File: src/rtl/xor_crc_scheduler_if.sv
// Bundle of the two requester byte streams, the CRC result port and the
// FSM debug view for xor_crc_scheduler.
//
// Handshake: a byte (or result) moves on a rising clk edge where both its
// valid and ready are high. A source holds data/last (or crc/crc_id/crc_err)
// stable until that edge. Dropping valid before the edge has no effect.
interface xor_crc_scheduler_if;
  logic       req0_valid;
  logic [7:0] req0_data;
  logic       req0_last;
  logic       req0_ready;
  logic       req1_valid;
  logic [7:0] req1_data;
  logic       req1_last;
  logic       req1_ready;
  logic [7:0] crc;
  logic       crc_id;
  logic       crc_err;
  logic       crc_valid;
  logic       crc_ready;
  // FSM state: 0 idle, 1 shift, 2 wait, 3 done
  logic [1:0] dbg_state;

  // Sources and consumer side
  modport master (
    output req0_valid, req0_data, req0_last,
    output req1_valid, req1_data, req1_last,
    output crc_ready,
    input  req0_ready, req1_ready,
    input  crc, crc_id, crc_err, crc_valid, dbg_state
  );

  // Scheduler side
  modport slave (
    input  req0_valid, req0_data, req0_last,
    input  req1_valid, req1_data, req1_last,
    input  crc_ready,
    output req0_ready, req1_ready,
    output crc, crc_id, crc_err, crc_valid, dbg_state
  );
endinterface

File: src/rtl/xor_crc_scheduler.sv
// Round-robin scheduler sharing one bit-serial CRC-8 engine between two
// byte-stream requesters. Arbitration is per packet; each accepted byte is
// shifted MSB-first over eight cycles; the final CRC is offered on a
// valid/ready result port tagged with the owning requester.
//
// Optional feature macro: XOR_CRC_SCHED_TIMEOUT_EN
//   defined   - 16 idle cycles in WAIT abort the packet (crc_err=1, partial CRC)
//   undefined - WAIT waits indefinitely, crc_err stays 0
module xor_crc_scheduler #(
  parameter logic [7:0] POLY = 8'h07,
  parameter logic [7:0] INIT = 8'h00
) (
  input logic           clk,
  input logic           rn,
  xor_crc_scheduler_if.slave bus
);

  typedef enum logic [1:0] {
    ST_IDLE  = 2'd0,
    ST_SHIFT = 2'd1,
    ST_WAIT  = 2'd2,
    ST_DONE  = 2'd3
  } state_t;

  state_t     state;
  logic       owner;
  logic       rr_ptr;
  logic       last_q;
  logic [7:0] crc_q;
  logic [7:0] sh_q;
  logic [2:0] cnt;
  logic       crc_id_q;
  logic       crc_err_q;
  logic       crc_valid_q;

  logic       winner;
  logic       rdy0;
  logic       rdy1;
  logic       xfer;
  logic       sel;
  logic [7:0] in_data;
  logic       in_last;
  logic       fb;
  logic [7:0] crc_next;
  logic       timeout_hit;

  // Ready depends only on state, owner, pointer and the valids
  always_comb begin
    winner = (bus.req0_valid && bus.req1_valid) ? rr_ptr : bus.req1_valid;
    rdy0   = 1'b0;
    rdy1   = 1'b0;
    case (state)
      ST_IDLE: begin
        rdy0 = bus.req0_valid && !winner;
        rdy1 = bus.req1_valid && winner;
      end
      ST_WAIT: begin
        rdy0 = !owner;
        rdy1 = owner;
      end
      default: begin
        rdy0 = 1'b0;
        rdy1 = 1'b0;
      end
    endcase
  end

  assign xfer     = (rdy0 && bus.req0_valid) || (rdy1 && bus.req1_valid);
  assign sel      = (state == ST_IDLE) ? winner : owner;
  assign in_data  = sel ? bus.req1_data : bus.req0_data;
  assign in_last  = sel ? bus.req1_last : bus.req0_last;

  // One step of the XOR-feedback shift register
  assign fb       = crc_q[7] ^ sh_q[7];
  assign crc_next = {crc_q[6:0], 1'b0} ^ (fb ? POLY : 8'h00);

`ifdef XOR_CRC_SCHED_TIMEOUT_EN
  logic [3:0] idle_cnt;

  assign timeout_hit = (state == ST_WAIT) && !xfer && (idle_cnt == 4'hF);

  // Count consecutive WAIT cycles without an owner byte
  always_ff @(posedge clk or negedge rn) begin
    if (!rn) begin
      idle_cnt <= 4'h0;
    end else if (state == ST_WAIT && !xfer) begin
      idle_cnt <= idle_cnt + 4'h1;
    end else begin
      idle_cnt <= 4'h0;
    end
  end
`else
  assign timeout_hit = 1'b0;
`endif

  // Main scheduler FSM with registered result outputs
  always_ff @(posedge clk or negedge rn) begin
    if (!rn) begin
      state       <= ST_IDLE;
      owner       <= 1'b0;
      rr_ptr      <= 1'b0;
      last_q      <= 1'b0;
      crc_q       <= 8'h00;
      sh_q        <= 8'h00;
      cnt         <= 3'd0;
      crc_id_q    <= 1'b0;
      crc_err_q   <= 1'b0;
      crc_valid_q <= 1'b0;
    end else begin
      case (state)
        ST_IDLE: begin
          if (xfer) begin
            owner  <= winner;
            crc_q  <= INIT;
            sh_q   <= in_data;
            last_q <= in_last;
            cnt    <= 3'd0;
            state  <= ST_SHIFT;
          end
        end
        ST_SHIFT: begin
          crc_q <= crc_next;
          sh_q  <= {sh_q[6:0], 1'b0};
          cnt   <= cnt + 3'd1;
          if (cnt == 3'd7) begin
            if (last_q) begin
              state       <= ST_DONE;
              crc_valid_q <= 1'b1;
              crc_id_q    <= owner;
              crc_err_q   <= 1'b0;
            end else begin
              state <= ST_WAIT;
            end
          end
        end
        ST_WAIT: begin
          if (xfer) begin
            sh_q   <= in_data;
            last_q <= in_last;
            cnt    <= 3'd0;
            state  <= ST_SHIFT;
          end else if (timeout_hit) begin
            state       <= ST_DONE;
            crc_valid_q <= 1'b1;
            crc_id_q    <= owner;
            crc_err_q   <= 1'b1;
          end
        end
        ST_DONE: begin
          if (bus.crc_ready) begin
            crc_valid_q <= 1'b0;
            rr_ptr      <= ~owner;
            state       <= ST_IDLE;
          end
        end
        default: state <= ST_IDLE;
      endcase
    end
  end

  assign bus.req0_ready = rdy0;
  assign bus.req1_ready = rdy1;
  assign bus.crc        = crc_q;
  assign bus.crc_id     = crc_id_q;
  assign bus.crc_err    = crc_err_q;
  assign bus.crc_valid  = crc_valid_q;
  assign bus.dbg_state  = state;

endmodule

File: src/flat_wrapper.sv
// flat-port wrapper written by rule: the top's interface ports become plain ports
module xor_crc_scheduler_flat 
#(
  parameter logic [7:0] POLY = 8'h07,
  parameter logic [7:0] INIT = 8'h00
)
  (clk, rn, bus_req0_valid, bus_req0_data, bus_req0_last, bus_req1_valid, bus_req1_data, bus_req1_last, bus_crc_ready, bus_req0_ready, bus_req1_ready, bus_crc, bus_crc_id, bus_crc_err, bus_crc_valid, bus_dbg_state);
  xor_crc_scheduler_if bus_i ();
  input logic clk;
  input logic rn;
  input wire logic [$bits(bus_i.req0_valid)-1:0] bus_req0_valid;
  input wire logic [$bits(bus_i.req0_data)-1:0] bus_req0_data;
  input wire logic [$bits(bus_i.req0_last)-1:0] bus_req0_last;
  input wire logic [$bits(bus_i.req1_valid)-1:0] bus_req1_valid;
  input wire logic [$bits(bus_i.req1_data)-1:0] bus_req1_data;
  input wire logic [$bits(bus_i.req1_last)-1:0] bus_req1_last;
  input wire logic [$bits(bus_i.crc_ready)-1:0] bus_crc_ready;
  output wire logic [$bits(bus_i.req0_ready)-1:0] bus_req0_ready;
  output wire logic [$bits(bus_i.req1_ready)-1:0] bus_req1_ready;
  output wire logic [$bits(bus_i.crc)-1:0] bus_crc;
  output wire logic [$bits(bus_i.crc_id)-1:0] bus_crc_id;
  output wire logic [$bits(bus_i.crc_err)-1:0] bus_crc_err;
  output wire logic [$bits(bus_i.crc_valid)-1:0] bus_crc_valid;
  output wire logic [$bits(bus_i.dbg_state)-1:0] bus_dbg_state;
  assign bus_i.req0_valid = bus_req0_valid;
  assign bus_i.req0_data = bus_req0_data;
  assign bus_i.req0_last = bus_req0_last;
  assign bus_i.req1_valid = bus_req1_valid;
  assign bus_i.req1_data = bus_req1_data;
  assign bus_i.req1_last = bus_req1_last;
  assign bus_i.crc_ready = bus_crc_ready;
  assign bus_req0_ready = bus_i.req0_ready;
  assign bus_req1_ready = bus_i.req1_ready;
  assign bus_crc = bus_i.crc;
  assign bus_crc_id = bus_i.crc_id;
  assign bus_crc_err = bus_i.crc_err;
  assign bus_crc_valid = bus_i.crc_valid;
  assign bus_dbg_state = bus_i.dbg_state;
  xor_crc_scheduler #(.POLY(POLY), .INIT(INIT)) u_core (.clk(clk), .rn(rn), .bus(bus_i));
endmodule
File: config.mk
export PLATFORM = sky130hd
export DESIGN_NAME = xor_crc_scheduler_flat
export DESIGN_NICKNAME = d
export VERILOG_FILES = /design/src/rtl/xor_crc_scheduler_if.sv /design/src/rtl/xor_crc_scheduler.sv /design/src/flat_wrapper.sv
export SDC_FILE = /design/constraint.sdc
export NUM_CORES = 1
export LEC_CHECK = 0
export CAP_MARGIN = 20
export CORE_ASPECT_RATIO = 0.6
export CORE_MARGIN = 10
export CORE_UTILIZATION = 49
export DETAILED_ROUTE_END_ITERATION = 10
export GPL_TIMING_DRIVEN = 1
export MAX_ROUTING_LAYER = met4
export PLACE_DENSITY = 0.8
export SLEW_MARGIN = 0
export SYNTH_ARGS = -nofsm -noshare
export SYNTH_HDL_FRONTEND = slang
export SYNTH_SLANG_ARGS = --single-unit
File: constraint.sdc
create_clock -name clk -period 2.1 [get_ports clk]
set_input_delay 0.315 -clock clk [delete_from_list [all_inputs] [get_ports clk]]
set_output_delay 0.315 -clock clk [all_outputs]
set_load 0.005 [all_outputs]
==> summary.txt <==
library cells used by synthesis -> 35
CP startpoint -> u_core.bus.dbg_state[0]$_DFFE_PN0P_
syn_nets -> 180
P&R area growth vs syn -> 34.8%
FMAX -> 553 MHz
skew final -> 0.00287 ns
Post-Syn Area -> 0.00151 mm²
CTS tree -> built
Die ar. -> 0.00579 mm²
layout cells sized above 1 -> 13.7%
Post-CTS Setup Repair Bufs -> 0
Sequential Area -> 651 µm²
DRT antenna net count -> 0
VDD IR max -> 0.680 mV
# DRC -> 0
dpl ws -> 0.0299 ns
largest net degree at the start of global routing -> 27
CTS Buffer Depth -> 2
Final Max Slew Viols -> 0
Non-Filler Instances -> 239
Synth Flop Type -> dfrtp_1
Die Width -> 91.8 µm
Worst Setup End Kind -> output port
CP arrival -> 1.49 ns
Worst Path Required -> 1.78 ns
FF-to-FF Start -> u_core.bus.dbg_state[0]$_DFFE_PN0P_
R2R cell count -> 4
Tot Pwr -> 2700 µW
CTS hold repair buffers -> 0
starting density of the core -> 52.0%
Clock Root Buffer -> clkbuf_8
run status -> completed
number of global-route vias before repair -> 1,404
Initial DRT Pass Iterations -> 5
Skew-Pair Late Insertion Delay -> 0.27 ns
worst r2r dst -> u_core.last_q$_DFFE_PN0P_
IO buf count -> 36
cells after synthesis -> 155
Critical Path Start Type -> flip-flop
Period minus WS final -> 1.81 ns
Cell Chain, Critical Path -> clkdlybuf4s50_1
vias per cell -> 5.63
hpwl dp -> 3140 µm
CTS H-tree lvls -> 1
crit-path max FO -> 12
initial antenna violation count -> 0
Pleak -> 0.000930 µW
CP Depth -> 1
Initial DRC Count -> 113
# diodes -> 0
DP Cell Count -> 235
Slowest Stage Delay on Critical Path -> 0.63 ns
pwr dens -> 1320 mW/mm²
syn avg cell area -> 9.77 µm²
drt total wl -> 4230 µm
global-route wire length before repair -> 7100 µm
Hold Violations, Final -> 0
all-layer global routing usage -> 15.2%
clock sinks -> 26
worst reg-to-reg setup slack -> 0.34 ns
RSZ-0062 raised after global routing -> false
site row count -> 15
Setup Viol. Count Final -> 0
core area -> 0.00291 mm²
Synth Register Bits -> 26
Fill cells -> 222
Worst setup endpoint -> bus_dbg_state[0]
multi-input logic area -> 752 µm²
Die Y -> 63.1 µm
EDFF count, synth -> 0
Bufs and invs on worst path -> 1
Seq/Total Area, Yosys -> 43.0%
Setup CP Type -> reg -> out
Total Neg Setup Slack -> 0 ns
wire per inst -> 17.7 µm
CP max stage cell -> dfrtp_1
Tcrit/Tclk final -> 86.2%
# IOs -> 38
Overflow after GRT -> 0
YS warnings -> 0
maxcap violations -> 0
total CTS buffers -> 3
Async SR Flop Fraction -> 100%
routability congestion estimate -> 0.847
CP delay by family, top -> flip-flops
PnR worst setup slack -> 0.290 ns
vias post-DR -> 1,345
fin nets -> 223
Reg clk slew, reported paths -> 0.09 ns
Hold Path Class -> in -> async
-- stage by stage --
step,area [µm²],hold slack (ns),utilization (%)
detailed placement,1960,0.470,67.5
global placement,1960,0.462,67.5
floorplan,1510,0.0194,-
global route,2040,0.431,70.2
CTS,2030,0.407,69.9
finish,2040,0.391,70.2
-- per-layer routing --
metal	global-route usage (%)	share of wire, %	up-vias
met2	23.9	49	39
met4	4.02	0.80	0
met3	3.07	3.8	5
li1	-	-	654
met5	-	0	-
met1	19.6	47	647
-- flip-flops by register name (all words and copies together), names as in the netlist, 2 cells and up --
register	flops
u_core.bus.dbg_state	2
u_core.sh_q	8
u_core.cnt	3
u_core.bus.crc	8
-- area by class of cell --
class | instances | area share [%]
sequential | 26 | 31.9
timing repair buffer | 52 | 23.7
clock buffer | 3 | 2.02
clock inverter | 1 | 1.47
multi-input combinational | 107 | 36.8
tap | 42 | 2.58
inverter | 8 | 1.47
-- synthesized netlist by cell type (2+ instances only) --
master | count | area share (%)
dfrtp_1 | 26 | 43
nand2_1 | 18 | 4.5
a22o_1 | 11 | 6.4
o21ai_0 | 11 | 3.6
mux2i_1 | 9 | 6.0
a211oi_1 | 8 | 4.0
inv_1 | 8 | 2.0
a221o_1 | 6 | 4.0
and3_1 | 6 | 2.5
buf_4 | 5 | 2.5
clkbuf_1 | 4 | 0.99
nor2_1 | 4 | 0.99
buf_2 | 3 | 0.99
nand3_1 | 3 | 0.99
o21ai_1 | 3 | 0.99
xor2_1 | 3 | 1.7
a21oi_1 | 2 | 0.66
a31oi_1 | 2 | 0.83
ha_1 | 2 | 1.7
mux2_2 | 2 | 1.5
nor2b_1 | 2 | 0.83
nor3_1 | 2 | 0.66
o31ai_1 | 2 | 0.99
o41ai_1 | 2 | 1.2
-- worst min path at each step --
| stage | from | end | slack, ns | cells past startpoint |
|---|---|---|---|---|
| CTS | rn | u_core.cnt[2]$_DFFE_PN0P_ | 0.41 | 2 |
| global placement | u_core.sh_q[0]$_DFFE_PN0P_ | u_core.sh_q[0]$_DFFE_PN0P_ | 0.46 | 2 |
| floorplan | rn | u_core.bus.crc[0]$_DFFE_PN0P_ | 0.02 | 0 |
| global route | rn | u_core.cnt[0]$_DFFE_PN0P_ | 0.43 | 2 |
| detailed placement | u_core.sh_q[5]$_DFFE_PN0P_ | u_core.sh_q[5]$_DFFE_PN0P_ | 0.47 | 2 |
| finish | rn | u_core.bus.crc_valid$_DFFE_PN0P_ | 0.39 | 2 |
-- what timing repair did --
item | in CTS | in global routing
setup endpoints to repair | 1 | 1
gates resized for setup | 1 | 3
endpoints found under the hold margin | 0 | 0
-- power breakdown --
group	leakage [µW]	total [µW]	internal, µW	switching, µW
clock	0.0000357	421	255	166
combinational	0.000573	1350	728	622
sequential	0.000322	931	729	202
-- cells in the final DEF (no fill, tap or decap), types with 2 or more instances in the layout --
cell type / count
a211oi_1: 8
mux2i_1: 9
nor3_1: 2
nand3_1: 3
mux2_2: 2
o21ai_0: 11
a31oi_1: 2
nor2_1: 4
dlymetal6s2s_1: 2
dfrtp_1: 26
a22o_1: 11
nand2_1: 18
o21ai_1: 3
o31ai_1: 2
inv_1: 8
clkbuf_8: 3
a221o_1: 6
clkdlybuf4s50_1: 33
xor2_1: 3
o41ai_1: 2
buf_4: 16
and3_1: 6
ha_1: 2
a21oi_1: 2
-- cell families (layout without fill, tap and decap cells) --
kind of cell | count (synthesis) | after routing | share of synthesized area, %
AOI/OAI and AO/OA | 53 | 53 | 27.2
and+or+nand+nor | 37 | 37 | 11.2
DFF | 26 | 26 | 43.0
buffers and inverters | 22 | 64 | 7.52
muxes | 11 | 11 | 7.44
xor gates and xnor gates | 3 | 3 | 1.74
adders and majority gates | 2 | 2 | 1.65
other | 1 | 1 | 0.248
Note: power is estimated with default switching activity, not from simulation.
